**config.mk**
```make
export PLATFORM = sky130hd
export DESIGN_NAME = rtype_instr_writer
export DESIGN_NICKNAME = d
export VERILOG_FILES = /design/src/rtl/rv32i_pkg.sv /design/src/rtl/rtype_field_encoder.sv /design/src/rtl/rtype_instr_writer.sv
export SDC_FILE = /design/constraint.sdc
export NUM_CORES = 1
export LEC_CHECK = 0
export CORE_ASPECT_RATIO = 1.5
export CORE_UTILIZATION = 24
export CTS_CLUSTER_DIAMETER = 150
export CTS_CLUSTER_SIZE = 12
export DETAILED_ROUTE_END_ITERATION = 7
export PLACE_DENSITY = 0.62
export SYNTH_ARGS = -nofsm -noshare
export SYNTH_HDL_FRONTEND = slang
export SYNTH_SLANG_ARGS = --single-unit
```
**constraint.sdc**
```tcl
create_clock -name clk -period 4.5 [get_ports clk]
set_input_delay 1.35 -clock clk [delete_from_list [all_inputs] [get_ports clk]]
set_output_delay 1.35 -clock clk [all_outputs]
set_load 0.02 [all_outputs]
```
**src/rtl/rv32i_pkg.sv**
```systemverilog
// Shared RV32I definitions: ALU op codes, OP-opcode and funct fields, writer state and request payload.
package rv32i_pkg;

  localparam int unsigned REG_W    = 5;
  localparam int unsigned ALU_OP_W = 4;
  localparam int unsigned INSTR_W  = 32;

  typedef enum logic [ALU_OP_W-1:0] {
    ALU_ADD  = 4'd0,
    ALU_SUB  = 4'd1,
    ALU_SLL  = 4'd2,
    ALU_SRL  = 4'd3,
    ALU_SRA  = 4'd4,
    ALU_SLT  = 4'd5,
    ALU_SLTU = 4'd6,
    ALU_XOR  = 4'd7,
    ALU_OR   = 4'd8,
    ALU_AND  = 4'd9
  } alu_op_e;

  localparam logic [6:0] OPCODE_OP = 7'b0110011;

  localparam logic [2:0] F3_ADD_SUB = 3'b000;
  localparam logic [2:0] F3_SLL     = 3'b001;
  localparam logic [2:0] F3_SLT     = 3'b010;
  localparam logic [2:0] F3_SLTU    = 3'b011;
  localparam logic [2:0] F3_XOR     = 3'b100;
  localparam logic [2:0] F3_SRL_SRA = 3'b101;
  localparam logic [2:0] F3_OR      = 3'b110;
  localparam logic [2:0] F3_AND     = 3'b111;

  localparam logic [6:0] F7_BASE = 7'h00;
  localparam logic [6:0] F7_ALT  = 7'h20;

  typedef enum logic [1:0] {
    ST_IDLE  = 2'd0,
    ST_WRITE = 2'd1,
    ST_FULL  = 2'd2
  } wr_state_e;

  typedef struct packed {
    logic [ALU_OP_W-1:0] alu_op;
    logic [REG_W-1:0]    rd;
    logic [REG_W-1:0]    rs1;
    logic [REG_W-1:0]    rs2;
  } rtype_req_t;

  function automatic logic [INSTR_W-1:0] rtype_encode(
    input logic [6:0]       funct7,
    input logic [REG_W-1:0] rs2,
    input logic [REG_W-1:0] rs1,
    input logic [2:0]       funct3,
    input logic [REG_W-1:0] rd
  );
    return {funct7, rs2, rs1, funct3, rd, OPCODE_OP};
  endfunction

endpackage

```
**src/rtl/rtype_field_encoder.sv**
```systemverilog
// Combinational ALU-op to funct3/funct7 decode; codes outside the enum are flagged illegal.
module rtype_field_encoder
  import rv32i_pkg::*;
(
  input  logic [ALU_OP_W-1:0] alu_op,
  output logic [2:0]          funct3,
  output logic [6:0]          funct7,
  output logic                illegal
);

  always_comb begin
    funct3  = F3_ADD_SUB;
    funct7  = F7_BASE;
    illegal = 1'b0;
    case (alu_op)
      ALU_ADD:  funct3 = F3_ADD_SUB;
      ALU_SUB:  begin funct3 = F3_ADD_SUB; funct7 = F7_ALT; end
      ALU_SLL:  funct3 = F3_SLL;
      ALU_SRL:  funct3 = F3_SRL_SRA;
      ALU_SRA:  begin funct3 = F3_SRL_SRA; funct7 = F7_ALT; end
      ALU_SLT:  funct3 = F3_SLT;
      ALU_SLTU: funct3 = F3_SLTU;
      ALU_XOR:  funct3 = F3_XOR;
      ALU_OR:   funct3 = F3_OR;
      ALU_AND:  funct3 = F3_AND;
      default:  illegal = 1'b1;
    endcase
  end

endmodule

```
**src/rtl/rtype_instr_writer.sv**
```systemverilog
// Encodes accepted R-type requests and writes them to consecutive instruction-memory words,
// one word per two cycles, stopping when MEM_DEPTH words are written until flush or reset.
module rtype_instr_writer
  import rv32i_pkg::*;
#(
  parameter int unsigned MEM_DEPTH = 64
) (
  input  logic                         clk,
  input  logic                         reset,
  input  logic                         in_valid,
  output logic                         in_ready,
  input  logic [3:0]                   alu_op,
  input  logic [4:0]                   rd,
  input  logic [4:0]                   rs1,
  input  logic [4:0]                   rs2,
  input  logic                         flush,
  output logic                         mem_we,
  output logic [31:0]                  mem_addr,
  output logic [31:0]                  mem_wdata,
  output logic [$clog2(MEM_DEPTH):0]   count,
  output logic                         full,
  output logic                         err_illegal
);

  localparam int unsigned CW = $clog2(MEM_DEPTH) + 1;

  wr_state_e         state_q, state_d;
  logic [CW-1:0]     count_q, count_d;
  logic              mem_we_q, mem_we_d;
  logic [31:0]       mem_addr_q, mem_addr_d;
  logic [31:0]       mem_wdata_q, mem_wdata_d;
  logic              in_ready_q, in_ready_d;
  logic              full_q, full_d;
  logic              err_q, err_d;

  rtype_req_t        req_c;
  logic [2:0]        funct3_c;
  logic [6:0]        funct7_c;
  logic              illegal_c;

  assign req_c = '{alu_op: alu_op, rd: rd, rs1: rs1, rs2: rs2};

  rtype_field_encoder u_enc (
    .alu_op  (req_c.alu_op),
    .funct3  (funct3_c),
    .funct7  (funct7_c),
    .illegal (illegal_c)
  );

  // Next-state logic; flush overrides everything, including a write in flight.
  always_comb begin
    state_d     = state_q;
    count_d     = count_q;
    mem_we_d    = 1'b0;
    mem_addr_d  = mem_addr_q;
    mem_wdata_d = mem_wdata_q;
    in_ready_d  = in_ready_q;
    full_d      = full_q;
    err_d       = 1'b0;

    if (flush) begin
      state_d    = ST_IDLE;
      count_d    = '0;
      in_ready_d = 1'b1;
      full_d     = 1'b0;
    end else begin
      case (state_q)
        ST_IDLE: begin
          if (in_valid) begin
            if (illegal_c) begin
              err_d = 1'b1;
            end else begin
              state_d     = ST_WRITE;
              mem_we_d    = 1'b1;
              in_ready_d  = 1'b0;
              mem_addr_d  = 32'(count_q) << 2;
              mem_wdata_d = rtype_encode(funct7_c, req_c.rs2, req_c.rs1, funct3_c, req_c.rd);
            end
          end
        end
        ST_WRITE: begin
          // The word is counted only once its write cycle completes.
          count_d = count_q + CW'(1);
          if (count_d == CW'(MEM_DEPTH)) begin
            state_d    = ST_FULL;
            full_d     = 1'b1;
            in_ready_d = 1'b0;
          end else begin
            state_d    = ST_IDLE;
            in_ready_d = 1'b1;
          end
        end
        ST_FULL: begin
          in_ready_d = 1'b0;
          full_d     = 1'b1;
        end
        default: begin
          state_d    = ST_IDLE;
          in_ready_d = 1'b1;
          full_d     = 1'b0;
        end
      endcase
    end
  end

  always_ff @(posedge clk or posedge reset) begin
    if (reset) begin
      state_q     <= ST_IDLE;
      count_q     <= '0;
      mem_we_q    <= 1'b0;
      mem_addr_q  <= '0;
      mem_wdata_q <= '0;
      in_ready_q  <= 1'b1;
      full_q      <= 1'b0;
      err_q       <= 1'b0;
    end else begin
      state_q     <= state_d;
      count_q     <= count_d;
      mem_we_q    <= mem_we_d;
      mem_addr_q  <= mem_addr_d;
      mem_wdata_q <= mem_wdata_d;
      in_ready_q  <= in_ready_d;
      full_q      <= full_d;
      err_q       <= err_d;
    end
  end

  assign in_ready    = in_ready_q;
  assign mem_we      = mem_we_q;
  assign mem_addr    = mem_addr_q;
  assign mem_wdata   = mem_wdata_q;
  assign count       = count_q;
  assign full        = full_q;
  assign err_illegal = err_q;

endmodule

```
==> key figures <==
Floorplanning
  – Row cnt: 41
  – DIE WIDTH: 79.25 um
  – Starting density of the core: 25.08%
  – Die Y: 117.9 um
  – Core Region: 8567 um^2
  – IO Count: 98
  – Die ar.: 9342 um^2

Clock tree
  – CTS root buf: clkbuf_16
  – CTS max path bufs: 2
  – CTS tree: built
  – CTS buffer count: 5
  – Cts hold-fix bufs: 0
  – Clk sink count: 40
  – # resized after CTS: 0
  – Reg clk slew, reported paths: 0.06 ns
  – H-Tree Depth: 2
  – Postcts setup bufs: 0
  – Clock latency at the later pin of the worst-skew pair: 0.28 ns

Setup path
  – Critical path type: in2reg
  – Setup crit end kind: register
  – WP data required: 4.66 ns
  – Arrival @ worst endpoint: 3.50 ns
  – Maximum fanout along the worst path: 26
  – Worst setup SP type: input port

Power
  – Reg power frac: 40.6%
  – Cell-internal power: 762.5 uW
  – Clock share of power: 33.4%
  – Max VDD drop: 0.1967 mV
  – Switching part of the total: 28.44%
  – P_leak: 0.001243 uW
  – Power share of the combinational group: 26.1%
  – PD cells: 370.1 nW/um^2
  – Psw: 303.1 uW

Timing
  – Setup TNS Final: 0 ns
  – Final Max Tran Viols: 0
  – Worst slew pin tran: 0.8257 ns
  – RSZ-0062 raised after global routing: no
  – Finish-stage setup viols: 0
  – Final hold violations: 0
  – Relative slew slack: 44.82%
  – Clock skew: 0.005520 ns
  – Final min period: 3.346 ns
  – Final Cycle Share: 74.36%
  – Fmax: 298.9 MHz

Cells and area
  – Final nets: 285
  – Area grow syn2layout: 34.01%
  – Antenna fix cells: 0
  – Non-filler cells, final: 365
  – Share of cells above drive strength 1: 14.34%

Place
  – Dpl cells: 357
  – RePlAce Congestion: 0.7439
  – # port buffers: 63
  – Detailed placement HPWL: 3000 um

Synthesis
  – Dominant cells by area after synthesis: dfrtp_1 (45%), buf_4 (13%), mux2_2 (12%)
  – Synth Cell Area: 2148 um^2
  – Synth top area share: 45.43%
  – Syn_area_per_cell: 10.96 um^2
  – Synth Flop Type: dfrtp_1
  – #FFs+latches synth: 40
  – Yosys warning count: 0
  – Sequential area share after synthesis: 46.65%
  – Area leader, netlist: dfrtp_1
  – EDFF count, synth: 0
  – Ys async rst share: 100.0%
  – Mapped Cells: 196
  – Netlist cell types: 44

GRT
  – GRT overflow: 0
  – Pin count of the biggest net entering global routing: 41
  – Number of global-route vias before repair: 1517
  – Initial antenna violation count: 0
  – Global-route usage over all layers: 9.653%
  – First-pass GRT wire length: 7113 um

Drt
  – Mean routed wirelength per cell: 11.42 um
  – Routed wire length: 4170 um
  – Iteration-0 DRC Markers: 49
  – Vias/cell: 4.159
  – Vias: 1518
  – Antenna Violating Nets Remaining: 0
  – Detailed Routing Iterations Pass 1: 4
  – Drt drc: 0

Worst hold path
  – Worst Hold Class: reg2reg

Run status
  – Status: finished clean

Run
  – Max Cap Viol: 0
==> flip-flops by register name, summed over array words and instances (netlist names) <==
register and count:
mem_wdata 20, count 7, mem_addr 7, state_q 2
err_illegal 1, full 1, in_ready 1, mem_we 1
==> placed cells by master, fill, tap and decap left out, types with 4 or more instances in the layout <==
cell type        instances
dfrtp_1                 39
o21ai_0                  8
xor2_1                   4
nand3_1                  8
ha_1                     5
a21oi_1                  5
conb_1                  34
clkbuf_16                5
mux2_2                  22
inv_1                    5
clkdlybuf4s50_1         63
nand2_1                 10
nor2_1                   8
==> metrics by stage <==
step	setup slack, ns	total power [uW]	util, %	hold slack (ns)	area [um^2]
CTS	1.045	1088	33.61	0.4867	2879
global route	0.9022	1122	33.61	0.5228	2879
floorplan	2.095	613.3	-	0.5703	2272
finish	1.154	1066	33.61	0.4831	2879
detailed placement	0.7434	719.7	31.90	0.4697	2733
global placement	0.7838	716.9	31.90	0.4687	2733
==> final timing paths <==
| kind | cells past startpoint | endpoint | from | slack (ns) |
|---|---|---|---|---|
| worst max-delay path | 4 | mem_wdata[23] | flush | 1.15 |
| worst min-delay path | 2 | mem_wdata[30] | mem_wdata[30] | 0.48 |
| worst max register to register | 4 | mem_wdata[23] | state_q[0] | 2.30 |
| worst min register to register | 2 | mem_wdata[30] | mem_wdata[30] | 0.48 |
| max in group asynchronous | 3 | in_ready | reset | 2.64 |
| min in group asynchronous | 3 | mem_addr[4] | reset | 1.50 |
==> cells by family after synthesis <==
kind of cell             Yosys count  synth area share (%)
buffers and inverters             49                 15.55
AND/OR/NAND/NOR                   43                 11.24
flip-flops                        40                 46.65
AO/OA/AOI/OAI                     28                 8.387
multiplexers                      24                 12.64
XOR/XNOR                           6                 2.446
adder cells (fa/ha/maj)            5                 2.912
other                              1                0.1746
==> cell type report <==
type	instances	area, um^2
clock buffer	8	146.4
fill	879	5688
inverter	6	22.52
multi-input combinational	140	935.9
sequential	40	1002
tap	107	133.9
timing repair buffer	64	638.1
==> power by group through the flow <==
stage | clock network [uW] | registers (uW) | logic [uW]
2_1_floorplan | 0 | 493 | 120
4_1_cts | 373 | 433 | 282
3_3_place_gp | 0 | 439 | 278
3_5_place_dp | 0 | 439 | 281
6_report | 356 | 432 | 278
5_1_grt | 385 | 439 | 297
==> synth_stat cells, types with 2 or more instances <==
| library cell | number |
|---|---|
| o21ai_0 | 8 |
| buf_4 | 37 |
| and3_4 | 2 |
| mux2_2 | 22 |
| xnor2_1 | 2 |
| buf_2 | 3 |
| nand2_1 | 10 |
| o22ai_1 | 2 |
| nor2_1 | 8 |
| dfrtp_1 | 39 |
| a21oi_1 | 5 |
| nand3_1 | 8 |
| a31oi_1 | 2 |
| a21boi_0 | 2 |
| nand4_1 | 2 |
| ha_1 | 5 |
| o32ai_1 | 2 |
| xor2_1 | 4 |
| nand2b_1 | 2 |
| inv_1 | 6 |
| nor3b_1 | 2 |
==> per-layer routing <==
metal	part of all wire [%]	GRT usage (%)	vias up
met5	0	0	-
met2	51	16.49	63
met1	40	10.82	727
li1	-	-	724
met3	6.9	2.791	4
met4	1.7	4.432	0
==> worst max-delay path, stage by stage <==
cell and delay, ns:
clkdlybuf4s50_1 0.66, inv_1 0.29, nand4_2 0.66, mux2_2 0.53
No activity file was read; power rests on OpenSTA's default activity.
